**config.mk**
```make
export PLATFORM = sky130hd
export DESIGN_NAME = rect_swap_sched
export DESIGN_NICKNAME = d
export VERILOG_FILES = /design/src/rtl/rect_swap_sched.sv
export SDC_FILE = /design/constraint.sdc
export NUM_CORES = 1
export LEC_CHECK = 0
export CAP_MARGIN = 5
export CORE_ASPECT_RATIO = 1.25
export CORE_MARGIN = 8
export CORE_UTILIZATION = 35
export DETAILED_ROUTE_END_ITERATION = 6
export GPL_TIMING_DRIVEN = 0
export PLACE_DENSITY = 0.56
export SLEW_MARGIN = 20
export SYNTH_ARGS = -nofsm -noshare
export SYNTH_HDL_FRONTEND = slang
export SYNTH_SLANG_ARGS = --single-unit
```
**constraint.sdc**
```tcl
create_clock -name clk -period 2.86 [get_ports clk]
set_clock_uncertainty 0.1 [all_clocks]
set_input_delay 0.572 -clock clk [delete_from_list [all_inputs] [get_ports clk]]
set_output_delay 0.572 -clock clk [all_outputs]
set_load 0.02 [all_outputs]
```
**src/rtl/rect_swap_sched.sv**
```systemverilog
// rect_swap_sched: rectangle-loop (checkerboard swap) scheduler over a
// MATRIX_ROW x MATRIX_COL bit matrix. Random 2x2 submatrices are picked
// from a 16-bit LFSR and flipped when they form a checkerboard, which
// keeps every row and column sum intact.
// Optional feature macro: RECT_SWAP_STATS_EN builds the saturating swap
// counter; without it swap_cnt is tied to zero.
module rect_swap_sched #(
    parameter int          MATRIX_ROW = 8,
    parameter int          MATRIX_COL = 8,
    parameter int          ITERATION  = 256,
    parameter logic [15:0] SEED       = 16'hACE1
) (
    input  logic                  clk,
    input  logic                  rst,
    input  logic                  start,
    input  logic                  wr_en,
    input  logic [3:0]            wr_row,
    input  logic [MATRIX_COL-1:0] wr_data,
    input  logic [3:0]            rd_row,
    output logic [MATRIX_COL-1:0] rd_data,
    output logic                  busy,
    output logic                  done,
    output logic [15:0]           swap_cnt
);

    localparam int                  IW       = $clog2(ITERATION + 1);
    localparam logic [IW-1:0]       LAST     = IW'(ITERATION - 1);
    localparam logic [15:0]         SEED_EFF = (SEED == 16'h0000) ? 16'h0001 : SEED;
    localparam logic [4:0]          NROW     = 5'(MATRIX_ROW);
    localparam logic [4:0]          NCOL     = 5'(MATRIX_COL);
    localparam logic [MATRIX_COL-1:0] ONE    = MATRIX_COL'(1);

    typedef enum logic [2:0] {IDLE, PICK, CHECK, SWAP, DONE} state_t;

    state_t                             state_q, state_d;
    logic [15:0]                        lfsr_q, lfsr_d;
    logic [3:0]                         r0_q, c0_q, r1_q, c1_q;
    logic [3:0]                         r0_d, c0_d, r1_d, c1_d;
    logic [IW-1:0]                      iter_q, iter_d;
    logic [MATRIX_ROW-1:0][MATRIX_COL-1:0] mat_q;

    logic [3:0]            p_r0, p_c0, p_r1, p_c1;
    logic                  pick_ok;
    logic [15:0]           lfsr_nxt;
    logic [MATRIX_COL-1:0] row_a, row_b;
    logic [MATRIX_COL-1:0] a0, a1, b0, b1;
    logic [3:0]            sub;
    logic                  is_chk;
    logic                  last_iter;
    logic                  do_wr, do_swap;
    logic [MATRIX_COL-1:0] swap_mask;

    // Candidate indices come straight from the current LFSR word.
    assign p_r0     = lfsr_q[3:0];
    assign p_c0     = lfsr_q[7:4];
    assign p_r1     = lfsr_q[11:8];
    assign p_c1     = lfsr_q[15:12];
    assign lfsr_nxt = {lfsr_q[14:0], lfsr_q[15] ^ lfsr_q[13] ^ lfsr_q[12] ^ lfsr_q[10]};
    assign pick_ok  = (p_r0 != p_r1) && (p_c0 != p_c1) &&
                      ({1'b0, p_r0} < NROW) && ({1'b0, p_r1} < NROW) &&
                      ({1'b0, p_c0} < NCOL) && ({1'b0, p_c1} < NCOL);

    // Row muxes for the read port and the two latched rows under test.
    always_comb begin
        row_a   = '0;
        row_b   = '0;
        rd_data = '0;
        for (int i = 0; i < MATRIX_ROW; i++) begin
            if (r0_q == 4'(i))   row_a   = mat_q[i];
            if (r1_q == 4'(i))   row_b   = mat_q[i];
            if (rd_row == 4'(i)) rd_data = mat_q[i];
        end
    end

    assign a0        = row_a >> c0_q;
    assign a1        = row_a >> c1_q;
    assign b0        = row_b >> c0_q;
    assign b1        = row_b >> c1_q;
    assign sub       = {a0[0], a1[0], b0[0], b1[0]};
    assign is_chk    = (sub == 4'b1001) || (sub == 4'b0110);
    assign last_iter = (iter_q == LAST);
    assign swap_mask = (ONE << c0_q) | (ONE << c1_q);
    assign do_wr     = (state_q == IDLE) && wr_en && ({1'b0, wr_row} < NROW);
    assign do_swap   = (state_q == SWAP);
    assign busy      = (state_q != IDLE);
    assign done      = (state_q == DONE);

    // Next-state logic: pick sequencing, iteration counting, termination.
    always_comb begin
        state_d = state_q;
        lfsr_d  = lfsr_q;
        r0_d    = r0_q;
        c0_d    = c0_q;
        r1_d    = r1_q;
        c1_d    = c1_q;
        iter_d  = iter_q;
        case (state_q)
            IDLE: begin
                if (start) begin
                    state_d = PICK;
                    iter_d  = '0;
                end
            end
            PICK: begin
                lfsr_d = lfsr_nxt;
                if (pick_ok) begin
                    r0_d    = p_r0;
                    c0_d    = p_c0;
                    r1_d    = p_r1;
                    c1_d    = p_c1;
                    state_d = CHECK;
                end
            end
            CHECK: begin
                if (is_chk) begin
                    state_d = SWAP;
                end else begin
                    iter_d  = iter_q + 1'b1;
                    state_d = last_iter ? DONE : PICK;
                end
            end
            SWAP: begin
                iter_d  = iter_q + 1'b1;
                state_d = last_iter ? DONE : PICK;
            end
            DONE:    state_d = IDLE;
            default: state_d = IDLE;
        endcase
    end

    // Control registers.
    always_ff @(posedge clk) begin
        if (rst) begin
            state_q <= IDLE;
            lfsr_q  <= SEED_EFF;
            r0_q    <= '0;
            c0_q    <= '0;
            r1_q    <= '0;
            c1_q    <= '0;
            iter_q  <= '0;
        end else begin
            state_q <= state_d;
            lfsr_q  <= lfsr_d;
            r0_q    <= r0_d;
            c0_q    <= c0_d;
            r1_q    <= r1_d;
            c1_q    <= c1_d;
            iter_q  <= iter_d;
        end
    end

    // Matrix storage: host row writes in IDLE, four-cell flip in SWAP.
    always_ff @(posedge clk) begin
        for (int i = 0; i < MATRIX_ROW; i++) begin
            if (rst) begin
                mat_q[i] <= '0;
            end else if (do_wr && (wr_row == 4'(i))) begin
                mat_q[i] <= wr_data;
            end else if (do_swap && ((r0_q == 4'(i)) || (r1_q == 4'(i)))) begin
                mat_q[i] <= mat_q[i] ^ swap_mask;
            end
        end
    end

`ifdef RECT_SWAP_STATS_EN
    logic [15:0] cnt_q, cnt_d;

    // Saturating swap counter, cleared when a run is accepted.
    always_comb begin
        cnt_d = cnt_q;
        if ((state_q == IDLE) && start)            cnt_d = '0;
        else if (do_swap && (cnt_q != 16'hFFFF))   cnt_d = cnt_q + 16'd1;
    end

    // Swap counter register.
    always_ff @(posedge clk) begin
        if (rst) cnt_q <= '0;
        else     cnt_q <= cnt_d;
    end

    assign swap_cnt = cnt_q;
`else
    assign swap_cnt = 16'h0000;
`endif

endmodule

```
==> run_results.csv <==
group,metric,value,unit
logic_synthesis,synth_seq_area_share,0.285,
detailed_routing,drt_iter0_drc,533,
power_and_ir_drop,p_leak,3.19,nW
detailed_routing,vias_per_cell,5.79,
worst_hold_path,holdPathEnd,"lfsr_q[12]",
floorplan,die_h,180,um
timing,drv_slew,0,
worst_hold_path,hp-class,"register to register",
setup_path,arrival,3500,ps
finish,final_area,9150,um2
setup_path,crit_chain,"buf_8 -> nor2b_2 -> and3_1 -> a311oi_1 -> o21a_1 -> mux4_2 -> o32ai_4 -> or2_1 -> o32ai_4 -> buf_6 -> or4_1 -> a21oi_2",
setup_path,worstSetupStartpointType,"register",
logic_synthesis,ys.flop_type,"dfxtp_1",
logic_synthesis,syn_area_per_cell,8.02,um2
floorplan,core_area,21400,um2
detailed_routing,vias,7471,
placement,placedInstanceArea,8210,um2
finish,syn2layout_area_growth,20.8,%
grt,grt_start_max_net_pins,18,
outcome,outcome,"finished with violations",
logic_synthesis,async_reset_ff_frac,0,
placement,place_inst,1256,
setup_path,endpoint_kind,"register",
grt,antenna_found_initial,0,
logic_synthesis,synth_cells,944,
setup_path,r2r_end,"iter_q[6]",
setup_path,rrSetupSlack,-420,ps
timing,rsz0062_at_grt,"true",
setup_path,r2r_cells,12,
grt,grt.overflow.total,0,
logic_synthesis,synth_top_cell_by_area,"dfxtp_1",
setup_path,crit_top_cell,"o32ai_4",
clock_tree,cts-hold-fix-buffers,0,
finish,layout_commonest_cell,"nand2_1",
logic_synthesis,ys_ff_latch,108,
floorplan,start_util,0.354,
logic_synthesis,synth_edf_count,0,
setup_path,crit_slowest_cell,"mux4_2",
logic_synthesis,synth_top_area_frac,0.285,
grt,grt_pass1_wl,43.4,mm
placement,io_buffer_count,18,
timing,post-route-period-util,1.15,
clock_tree,cts_tree,"built",
worst_hold_path,hp-start,"lfsr_q[11]",
finish,stdcell_count,1290,
logic_synthesis,synth.area.top_cells,"dfxtp_1 (29%), xor2_1 (6.8%), a211oi_1 (6.6%)",
floorplan,dieArea,26600,um2
timing,worst_pin_slew,1060,ps
finish,diodes,0,
clock_tree,cts-root-buf,"clkbuf_16",
placement,post-place-ws,-1170,ps
finish,nets,1028,
timing,setup_viol,39,
detailed_routing,wl,28.3,mm
timing,hold_viol,0,
clock_tree,path_clk_slew,80,ps
timing,setup_slack,-424,ps
clock_tree,clk_latency,370,ps
clock_tree,cts-htree-levels,3,
outcome,violations,"setup timing",
placement,gp_congestion,0.955,
grt,grt_pass1_vias,7329,
timing,max_slew_margin,0.293,
worst_hold_path,hold_path_depth,2,
detailed_routing,wire_per_inst,21.9,um
grt,grtUsageTotal,0.210,
finish,final_cell_mix,"nand2_1 (131), nor2_1 (106), dfxtp_1 (103)",
flow_run,maxCapViolations,0,
clock_tree,numCtsBuffers,9,
detailed_routing,dr.pass1.iters,4,
placement,dp_hpwl,21.6,mm
finish,final_core_utilization,0.428,
logic_synthesis,yosysWarnings,0,
finish,drive_gt1_frac,0.186,
timing,layout_min_cycle_time,3280,ps
logic_synthesis,syn-cell-area,7570,um2
detailed_routing,drc,0,
power_and_ir_drop,p_per_area,350,nW/um2
power_and_ir_drop,peakVddDrop,0.266,mV
setup_path,regToRegStartpoint,"r1_q[0]",
setup_path,slowest_delay,530,ps
timing,max_freq,304,MHz
setup_path,worst_ep_required_time,3080,ps
setup_path,crit_fanout,10,
timing,fin_tns_setup,-6530,ps
floorplan,rows,60,
clock_tree,ctsLongestPathBuffers,2,
floorplan,dieWidth,148,um
setup_path,criticalPathCategory,"register to register",
detailed_routing,ant_nets,0,
logic_synthesis,ys_types,79,
clock_tree,cts.sinks,108,
floorplan,io_pins,46,
[Yosys cell counts (7+ instances only)]
| cell type | count |
|---|---|
| nand2_1 | 132 |
| nor2_1 | 116 |
| dfxtp_1 | 108 |
| a211oi_1 | 67 |
| xor2_1 | 59 |
| mux2i_1 | 49 |
| clkbuf_1 | 39 |
| a21oi_1 | 38 |
| inv_1 | 20 |
| nand3_1 | 19 |
| buf_4 | 17 |
| mux2_2 | 17 |
| mux4_2 | 15 |
| nor2b_1 | 15 |
| a22oi_1 | 14 |
| o22ai_1 | 13 |
| buf_2 | 12 |
| nand3b_1 | 12 |
| o21ai_0 | 12 |
| xnor2_1 | 10 |
| buf_1 | 8 |
| nor3_1 | 8 |
| o31ai_1 | 8 |
| and2_1 | 7 |
[how the worst max path moves through the flow]
| stage | end | startpoint | cells past startpoint |
|---|---|---|---|
| 2_1_floorplan | iter_q[8] | r0_q[1] | 11 |
| 3_3_place_gp | rd_data[7] | rd_row[0] | 8 |
| 3_5_place_dp | rd_data[7] | rd_row[0] | 8 |
| 4_1_cts | iter_q[8] | r0_q[1] | 12 |
| 5_1_grt | iter_q[8] | r0_q[1] | 12 |
| 6_report | iter_q[6] | r1_q[0] | 12 |
[power breakdown]
part | switching, mW | internal [mW] | leakage (nW)
Combinational | 0.225 | 0.145 | 2.18
Sequential | 0.0577 | 1.54 | 0.878
Clock | 0.634 | 0.597 | 0.126
[layout make-up]
class	count	area (um2)
tap	279	349
inverter	23	95.1
timing repair buffer	38	375
fill	2181	12200
sequential	108	2180
clock buffer	11	233
multi-input combinational	745	5340
buffer	81	543
clock inverter	5	37.5
[through the flow]
step | hold slack (ps) | power, mW
after CTS | 376 | 3.19
after floorplan | 345 | 1.86
after detailed placement | 365 | 1.98
final | 380 | 3.20
after global routing | 400 | 3.31
after global placement | 359 | 1.98
[cells by family (layout without fill, tap and decap cells)]
kind of cell / after synthesis / after routing / synth area share
compound gates: 221 / 221 / 0.209
mux: 81 / 81 / 0.135
xor+xnor: 69 / 69 / 0.0798
other cells: 1 / 16 / 0.000495
fa+ha+maj: 2 / 2 / 0.00330
buf+inv: 106 / 158 / 0.0694
simple gates: 356 / 356 / 0.218
flops: 108 / 108 / 0.285
[timing repair]
item	4_1_cts	5_1_grt
resized for setup	99	49
gates cloned	2	2
pin swaps	13	10
endpoints found under the setup margin	71	83
setup buffers	7	9
[state kept, by name (all words and copies together), names as in the netlist]
name,cells
lfsr_q,16
c0_q,4
r1_q,4
state_q,3
r0_q,4
mat_q,64
c1_q,4
iter_q,9
[per-layer routing]
layer / GRT usage / wire [um] / up-vias
met5: 0 / 0 / -
met3: 0.0279 / 1540 / 85
met1: 0.242 / 11300 / 3570
met4: 0.130 / 1440 / 0
met2: 0.359 / 14000 / 319
li1: - / - / 3497
[worst max-delay path: cells and delay by family, from the launching register on]
family                 cells  cell delay [ps]
AND/OR/NAND/NOR            4             1260
AO/OA/AOI/OAI              5              640
multiplexers               1              530
flip-flops                 1              380
buffers and inverters      2              310
Note: power is estimated with default switching activity, not from simulation.
